### src/rtl/conv_2d_accum.sv
// Parallel-lane signed KxK (or 1x1) dot product, accumulated over channel beats, saturated out.
// Latency: last beat at t -> valid_out at t+3; accepts one beat per cycle, no backpressure.
module conv_2d_accum #(
  parameter int PIX_NUM    = 2,
  parameter int KERNEL_NUM = 9,
  parameter int DATA_W     = 8,
  parameter int ACC_W      = 32,
  parameter int OUT_W      = 16
) (
  input  logic                                 clk,
  input  logic                                 rst_n,
  input  logic                                 mode_1x1,
  input  logic                                 w_load,
  input  logic [KERNEL_NUM*DATA_W-1:0]         weight_in,
  input  logic                                 valid_in,
  input  logic                                 last_in,
  input  logic [PIX_NUM*KERNEL_NUM*DATA_W-1:0] data_in,
  output logic                                 valid_out,
  output logic [PIX_NUM*OUT_W-1:0]             data_out,
  output logic                                 busy
);

  localparam int PROD_W = 2*DATA_W;
  localparam int TAPS   = PIX_NUM*KERNEL_NUM;

  localparam logic [0:0] ST_IDLE = 1'b0;
  localparam logic [0:0] ST_ACC  = 1'b1;

  localparam logic signed [ACC_W-1:0] SAT_MAX = {{(ACC_W-OUT_W+1){1'b0}}, {(OUT_W-1){1'b1}}};
  localparam logic signed [ACC_W-1:0] SAT_MIN = {{(ACC_W-OUT_W+1){1'b1}}, {(OUT_W-1){1'b0}}};

  logic [KERNEL_NUM*DATA_W-1:0] weight_q;

  logic [TAPS*PROD_W-1:0]       prod_d;
  logic [TAPS*PROD_W-1:0]       s1_prod;
  logic                         s1_vld;
  logic                         s1_last;
  logic                         s1_mode;

  logic [PIX_NUM*ACC_W-1:0]     sum_d;
  logic [PIX_NUM*ACC_W-1:0]     s2_sum;
  logic                         s2_vld;
  logic                         s2_last;

  logic [0:0]                   state;
  logic [PIX_NUM*ACC_W-1:0]     acc;
  logic [PIX_NUM*ACC_W-1:0]     tot_d;
  logic [PIX_NUM*OUT_W-1:0]     sat_d;

  // A beat in the same cycle as w_load still sees the old weights.
  always_ff @(posedge clk or negedge rst_n) begin
    if (!rst_n) begin
      weight_q <= '0;
    end else if (w_load) begin
      weight_q <= weight_in;
    end
  end

  always_comb begin
    prod_d = '0;
    for (int p = 0; p < PIX_NUM; p++) begin
      for (int k = 0; k < KERNEL_NUM; k++) begin
        prod_d[(p*KERNEL_NUM+k)*PROD_W +: PROD_W] =
          $signed(data_in[(p*KERNEL_NUM+k)*DATA_W +: DATA_W]) *
          $signed(weight_q[k*DATA_W +: DATA_W]);
      end
    end
  end

  always_ff @(posedge clk or negedge rst_n) begin
    if (!rst_n) begin
      s1_vld  <= 1'b0;
      s1_last <= 1'b0;
      s1_mode <= 1'b0;
      s1_prod <= '0;
    end else begin
      s1_vld  <= valid_in;
      s1_last <= valid_in & last_in;
      if (valid_in) begin
        s1_mode <= mode_1x1;
        s1_prod <= prod_d;
      end
    end
  end

  // 1x1 mode keeps only tap 0; the other products are simply not summed.
  always_comb begin
    sum_d = '0;
    for (int p = 0; p < PIX_NUM; p++) begin
      for (int k = 0; k < KERNEL_NUM; k++) begin
        if (!s1_mode || k == 0) begin
          sum_d[p*ACC_W +: ACC_W] = sum_d[p*ACC_W +: ACC_W] +
            {{(ACC_W-PROD_W){s1_prod[(p*KERNEL_NUM+k)*PROD_W + PROD_W-1]}},
             s1_prod[(p*KERNEL_NUM+k)*PROD_W +: PROD_W]};
        end
      end
    end
  end

  always_ff @(posedge clk or negedge rst_n) begin
    if (!rst_n) begin
      s2_vld  <= 1'b0;
      s2_last <= 1'b0;
      s2_sum  <= '0;
    end else begin
      s2_vld  <= s1_vld;
      s2_last <= s1_last;
      if (s1_vld) begin
        s2_sum <= sum_d;
      end
    end
  end

  // acc is zero whenever IDLE, but the select keeps the first-beat path explicit.
  always_comb begin
    tot_d = '0;
    sat_d = '0;
    for (int p = 0; p < PIX_NUM; p++) begin
      tot_d[p*ACC_W +: ACC_W] = ((state == ST_ACC) ? acc[p*ACC_W +: ACC_W] : {ACC_W{1'b0}}) +
                                s2_sum[p*ACC_W +: ACC_W];
      if ($signed(tot_d[p*ACC_W +: ACC_W]) > SAT_MAX) begin
        sat_d[p*OUT_W +: OUT_W] = SAT_MAX[OUT_W-1:0];
      end else if ($signed(tot_d[p*ACC_W +: ACC_W]) < SAT_MIN) begin
        sat_d[p*OUT_W +: OUT_W] = SAT_MIN[OUT_W-1:0];
      end else begin
        sat_d[p*OUT_W +: OUT_W] = tot_d[p*ACC_W +: OUT_W];
      end
    end
  end

  always_ff @(posedge clk or negedge rst_n) begin
    if (!rst_n) begin
      state     <= ST_IDLE;
      acc       <= '0;
      valid_out <= 1'b0;
      data_out  <= '0;
    end else begin
      valid_out <= 1'b0;
      if (s2_vld) begin
        if (s2_last) begin
          state     <= ST_IDLE;
          acc       <= '0;
          valid_out <= 1'b1;
          data_out  <= sat_d;
        end else begin
          state <= ST_ACC;
          acc   <= tot_d;
        end
      end
    end
  end

  assign busy = s1_vld | s2_vld | (state == ST_ACC);

endmodule

### config.mk
export PLATFORM = sky130hd
export DESIGN_NAME = conv_2d_accum
export DESIGN_NICKNAME = d
export VERILOG_FILES = /design/src/rtl/conv_2d_accum.sv
export SDC_FILE = /design/constraint.sdc
export NUM_CORES = 2
export LEC_CHECK = 0
export BUFFER_PORTS_ARGS = -buffer_cell sky130_fd_sc_hd__buf_2
export CORE_ASPECT_RATIO = 0.75
export CORE_MARGIN = 5
export CORE_UTILIZATION = 65
export DETAILED_ROUTE_END_ITERATION = 10
export GPL_TIMING_DRIVEN = 0
export PLACE_DENSITY = 0.83
export SLEW_MARGIN = 20
export SYNTH_ARGS = -nofsm -noshare
export SYNTH_HDL_FRONTEND = slang
export SYNTH_SLANG_ARGS = --single-unit
export TNS_END_PERCENT = 5
### constraint.sdc
create_clock -name clk -period 16.6 [get_ports clk]
set_clock_uncertainty 0.05 [all_clocks]
set_input_delay 3.32 -clock clk [delete_from_list [all_inputs] [get_ports clk]]
set_output_delay 3.32 -clock clk [all_outputs]
set_load 0.03 [all_outputs]
### After elaboration in Yosys (flattened, before gate mapping)

Index checks and enable logic that the tools add are counted.
W data, S select, Z words.

| word-level totals | value |
|---|---|
| flip-flop bits (word level) | 527 |
| input port bits | 222 |
| word-level logic and storage cells | 82 |

| operators by class | value |
|---|---|
| add/sub/neg operators | 18 |
| $mul | 18 |
| order comparisons | 4 |
| multiplexer cells | 26 |
| bitwise gates (word level) | 3 |
| reductions and logical operators | 1 |

Operators by type and width:

| cell | count |
|---|---|
| $mux W32 | 18 |
| $add A32 B32 Y32 | 16 |
| $mul A8 B8 Y16 | 18 |
| $gt A32 B16 Y1 const B | 2 |
| $lt A32 B16 Y1 const B | 2 |
| $mux W16 | 4 |
| $mux W64 | 1 |
| $add A16 B16 Y17 | 2 |
| $mux W1 | 3 |
| $or A1 B1 Y1 | 2 |
| $reduce_and A2 Y1 | 1 |
| $and A1 B1 Y1 | 1 |

### Depth between registers and ports, before layout

| depth | value |
|---|---|
| word-level depth | 16 |
| gate-level depth with buffers | 74 |

### Least setup slack after synthesis

No wires, ideal clock.

| timing | value |
|---|---|
| path kind | register to register |
| from | register s1_prod[144] |
| to | register s2_sum[63] |
| setup time | 77 ps |
| arrival time | 12827 ps |
| path slack | 3646 ps |
| cell stages (with the launch flop) | 69 |
| clock period less this slack | 12954 ps |
| path through | dfrtp_1 -> ha_1 -> inv_1 -> fa_1 -> nor2b_1 -> o21ai_0 -> a21boi_0 -> o21ai_0 -> a21boi_0 -> o21ai_0 -> and3_1 -> o31ai_1 -> ha_1 -> a21o_1 -> a21o_1 -> a21o_1 -> a21o_1 -> a2111oi_0 -> [... 33 more ...] -> ha_1 -> or3_1 -> a211o_1 -> a41oi_1 -> xor2_1 -> o21ai_1 -> ha_1 -> a21oi_1 -> inv_1 -> or3_1 -> a211o_1 -> a31o_1 -> a21oi_1 -> xnor3_1 -> xnor2_1 -> nand2_1 -> o21a_1 -> a21oi_1 |

| between the ends | value |
|---|---|
| cells in the longest elaborated chain, start to end | 16 |

RTL lines:

| element | line | source |
|---|---|---|
| from (decl) | 35 | `logic [TAPS*PROD_W-1:0] s1_prod;` |
| from (signal assigned) | 81 | `s1_prod <= prod_d;` |
| $add A16 B16 Y17 | 92 | `sum_d[p*ACC_W +: ACC_W] = sum_d[p*ACC_W +: ACC_W] +` |
| $mux W32 * | 91 | `if (!s1_mode \|\| k == 0) begin` |
| $add A32 B32 Y32 | 92 |  |
| $mux W32 * | 91 |  |
| $add A32 B32 Y32 | 92 |  |
| $mux W32 * | 91 |  |
| $add A32 B32 Y32 | 92 |  |
| $mux W32 * | 91 |  |
| $add A32 B32 Y32 | 92 |  |
| $mux W32 * | 91 |  |
| $add A32 B32 Y32 | 92 |  |
| $mux W32 * | 91 |  |
| $add A32 B32 Y32 | 92 |  |
| $mux W32 * | 91 |  |
| $add A32 B32 Y32 | 92 |  |
| $mux W32 * | 91 |  |
| to (signal assigned) | 109 | `s2_sum <= sum_d;` |
| to (decl) | 41 | `logic [PIX_NUM*ACC_W-1:0] s2_sum;` |

Every way passes the cells marked *; elsewhere a longest branch is shown, timed or not.
A chain may end at the register's enable or synchronous reset.

### Final worst setup path

| timing | value |
|---|---|
| from | register s1_mode |
| to | register s2_sum[31] |

| between the ends | value |
|---|---|
| cells in the longest elaborated chain, start to end | 15 |

RTL lines:

| element | line | source |
|---|---|---|
| from (decl) | 38 | `logic s1_mode;` |
| from (signal assigned) | 80 | `s1_mode <= mode_1x1;` |
| $mux W32 | 91 |  |
| $add A32 B32 Y32 | 92 |  |
| $mux W32 | 91 |  |
| $add A32 B32 Y32 | 92 |  |
| $mux W32 | 91 |  |
| $add A32 B32 Y32 | 92 |  |
| $mux W32 | 91 |  |
| $add A32 B32 Y32 | 92 |  |
| $mux W32 | 91 |  |
| $add A32 B32 Y32 | 92 |  |
| $mux W32 | 91 |  |
| $add A32 B32 Y32 | 92 |  |
| $mux W32 | 91 |  |
| $add A32 B32 Y32 | 92 |  |
| $mux W32 * | 91 |  |

Marked as above.

==> qor.csv <==
metric,value,unit
status,finished clean,
nets,12440,
antenna_left,0,
synthArstFlopShare,100,%
syn_nets,12102,
max_stage_delay,580,ps
slowest_stage,dfrtp_2,
wl_per_cell,23.5,um
place_inst,11892,
grt_pass1_wl,435000,um
cp.arrival,16540,ps
max-cap-violations,0,
min_period,16020,ps
die_w,436,um
dr.pass1.iters,7,
max_freq,62.4,MHz
cp.required,17120,ps
startpoint_type,flip-flop,
cts_buffer_depth,3,
io_pins,256,
gp_congestion,1.04,
yosysWarnings,0,
place.port_buffers,254,
worst-path-stages,63,
coreArea,0.136,mm2
synth-edff-count,0,
dpl_worst_slack,-855,ps
antenna_found_initial,25,
drive_gt1_share,8.35,%
min_period_over_period,96.5,%
grt_start_max_net_pins,94,
die_area,0.144,mm2
path_class,reg -> reg,
syn_area,0.0886,mm2
die_h,330,um
synth_flop_cell,dfrtp_1,
synthesis.instances,9838,
rows,117,
tightest_slew,1420,ps
vias,74643,
seq_area_frac_synth,14.9,%
crit_fanout,10,
worst_slack,581,ps
min-delay-path-class,reg -> reg,
initial_core_util,65.4,%
setup_viol,0,
cts-root-buf,clkbuf_16,
postSynthAreaPerCell,9.01,um2
clk_pin_slew_worst_paths,60,ps
grtUsageTotal,39.3,%
crit_path_frequent_cell,o21ai_0,
layout_common_cells,"1506 x inv_1, 1034 x ha_1, 1008 x fa_1",
final_common_cell,inv_1,
first_iter_violations,7972,
h-tree-depth,3,
cts_tree,done,
hold_depth,0,
via_per_inst,6.20,
cp_num_buf_inv,5,
r2r_cells,63,
clkLatencyLatePin,730,ps
dp_hpwl,228000,um
synth_seq_cells,527,
cp-end-kind,flip-flop,
hold_viol_final,0,
first_global_vias,75334,
critPathTopFamily,compound AO/OA/AOI/OAI gates,
relSlewSlack,5.15,%
remaining_drc_errors,0,
cts.sinks,527,
grt.overflow.total,0,
cts_buffers,68,
wl,283000,um
post-route-util,70.2,%
synth_cell_type_count,117,
fin_cells,12045,
slew_violations,0,
area_growth,7.38,%
[timing repair]
item,4_1_cts,5_1_grt
endpoints found under the setup margin,2,6
resized for setup,15,58
pin swaps,0,1
setup buffers,0,1
endpoints found under the hold margin,0,0
hold buffers,0,0
[worst paths after layout]
kind / startpoint / endpoint / slack, ps
max: s1_mode / s2_sum[31] / 580
max reg2reg: s1_mode / s2_sum[31] / 580
max in group asynchronous: rst_n / s1_mode / 12220
min: s1_last / s2_last / 310
min in group asynchronous: rst_n / weight_q[63] / 2460
min reg2reg: s1_last / s2_last / 310
[synth_stat cells, drive strengths merged (11+ instances only)]
master   number  area [um2]
a2111oi      17         226
a211o        25         219
a211oi       66         533
a21boi       30         225
a21o        168        1260
a21oi       552        2780
a22o         24         210
a22oi        13         138
a31o         11        96.4
a31oi        84         574
and2        768        4800
and3         46         288
buf          25         129
clkbuf      226         848
dfrtp       527       13200
fa         1008       20200
ha         1034       12900
inv        1506        5650
mux2        290        3270
mux2i        21         210
nand2       634        2380
nand2b      176        1100
nand3        95         485
nand4        34         213
nor2        354        1330
nor2b        56         350
nor3        100         522
nor4         13        87.6
o211ai       34         260
o21a         84         638
o21ai       592        2990
o21bai      192        1440
o221a        15         169
o221ai       11        96.3
o2bb2ai      36         315
o31ai        74         574
or2          18         113
or3          29         186
xnor2       456        3990
xor2        238        2100
[state kept, by name, indices dropped and copies added, names as in the netlist]
name       flops
s2_last        1
s1_prod      288
s2_vld         1
s1_last        1
s2_sum        64
s1_mode        1
state          1
valid_out      1
weight_q      72
data_out      32
acc           64
s1_vld         1
[metal layers]
layer  global-route usage [%]  share of wire (%)
met5                        0              0.091
met4                     17.4                5.4
met3                     11.6                 12
met2                     58.4                 42
met1                     53.4                 40
[per-stage QoR]
step	TNS, ps	instance area [um2]	hold WS [ps]
global route	-23.9	95100	314
CTS	0	94900	301
finish	0	95200	305
detailed placement	-1560	92500	289
global placement	-4240	92100	283
floorplan	0	88600	281
[logic make-up after synthesis]
kind of cell / synth area share [%]
AND/OR/NAND/NOR: 13.8
AO/OA/AOI/OAI: 15.5
adder cells (fa/ha/maj): 37.4
buffers and inverters: 7.50
XOR/XNOR: 6.96
flip-flops: 14.9
multiplexers: 3.92
[layout make-up]
class                   count  area (um2)
inverters                1510        5670
plain buffers             249        1040
flip-flops and latches    527       13200
clock inverters            47         533
fillers                 10281       40400
clock buffers              79        1840
diodes                     28        70.1
well taps                1785        2230
repair buffers            270        1650
multi-input cells        7550       68900
Power is left out: the tool's default activity adds up to more than one toggle a clock period on the data nets, which glitch-free logic cannot reach.
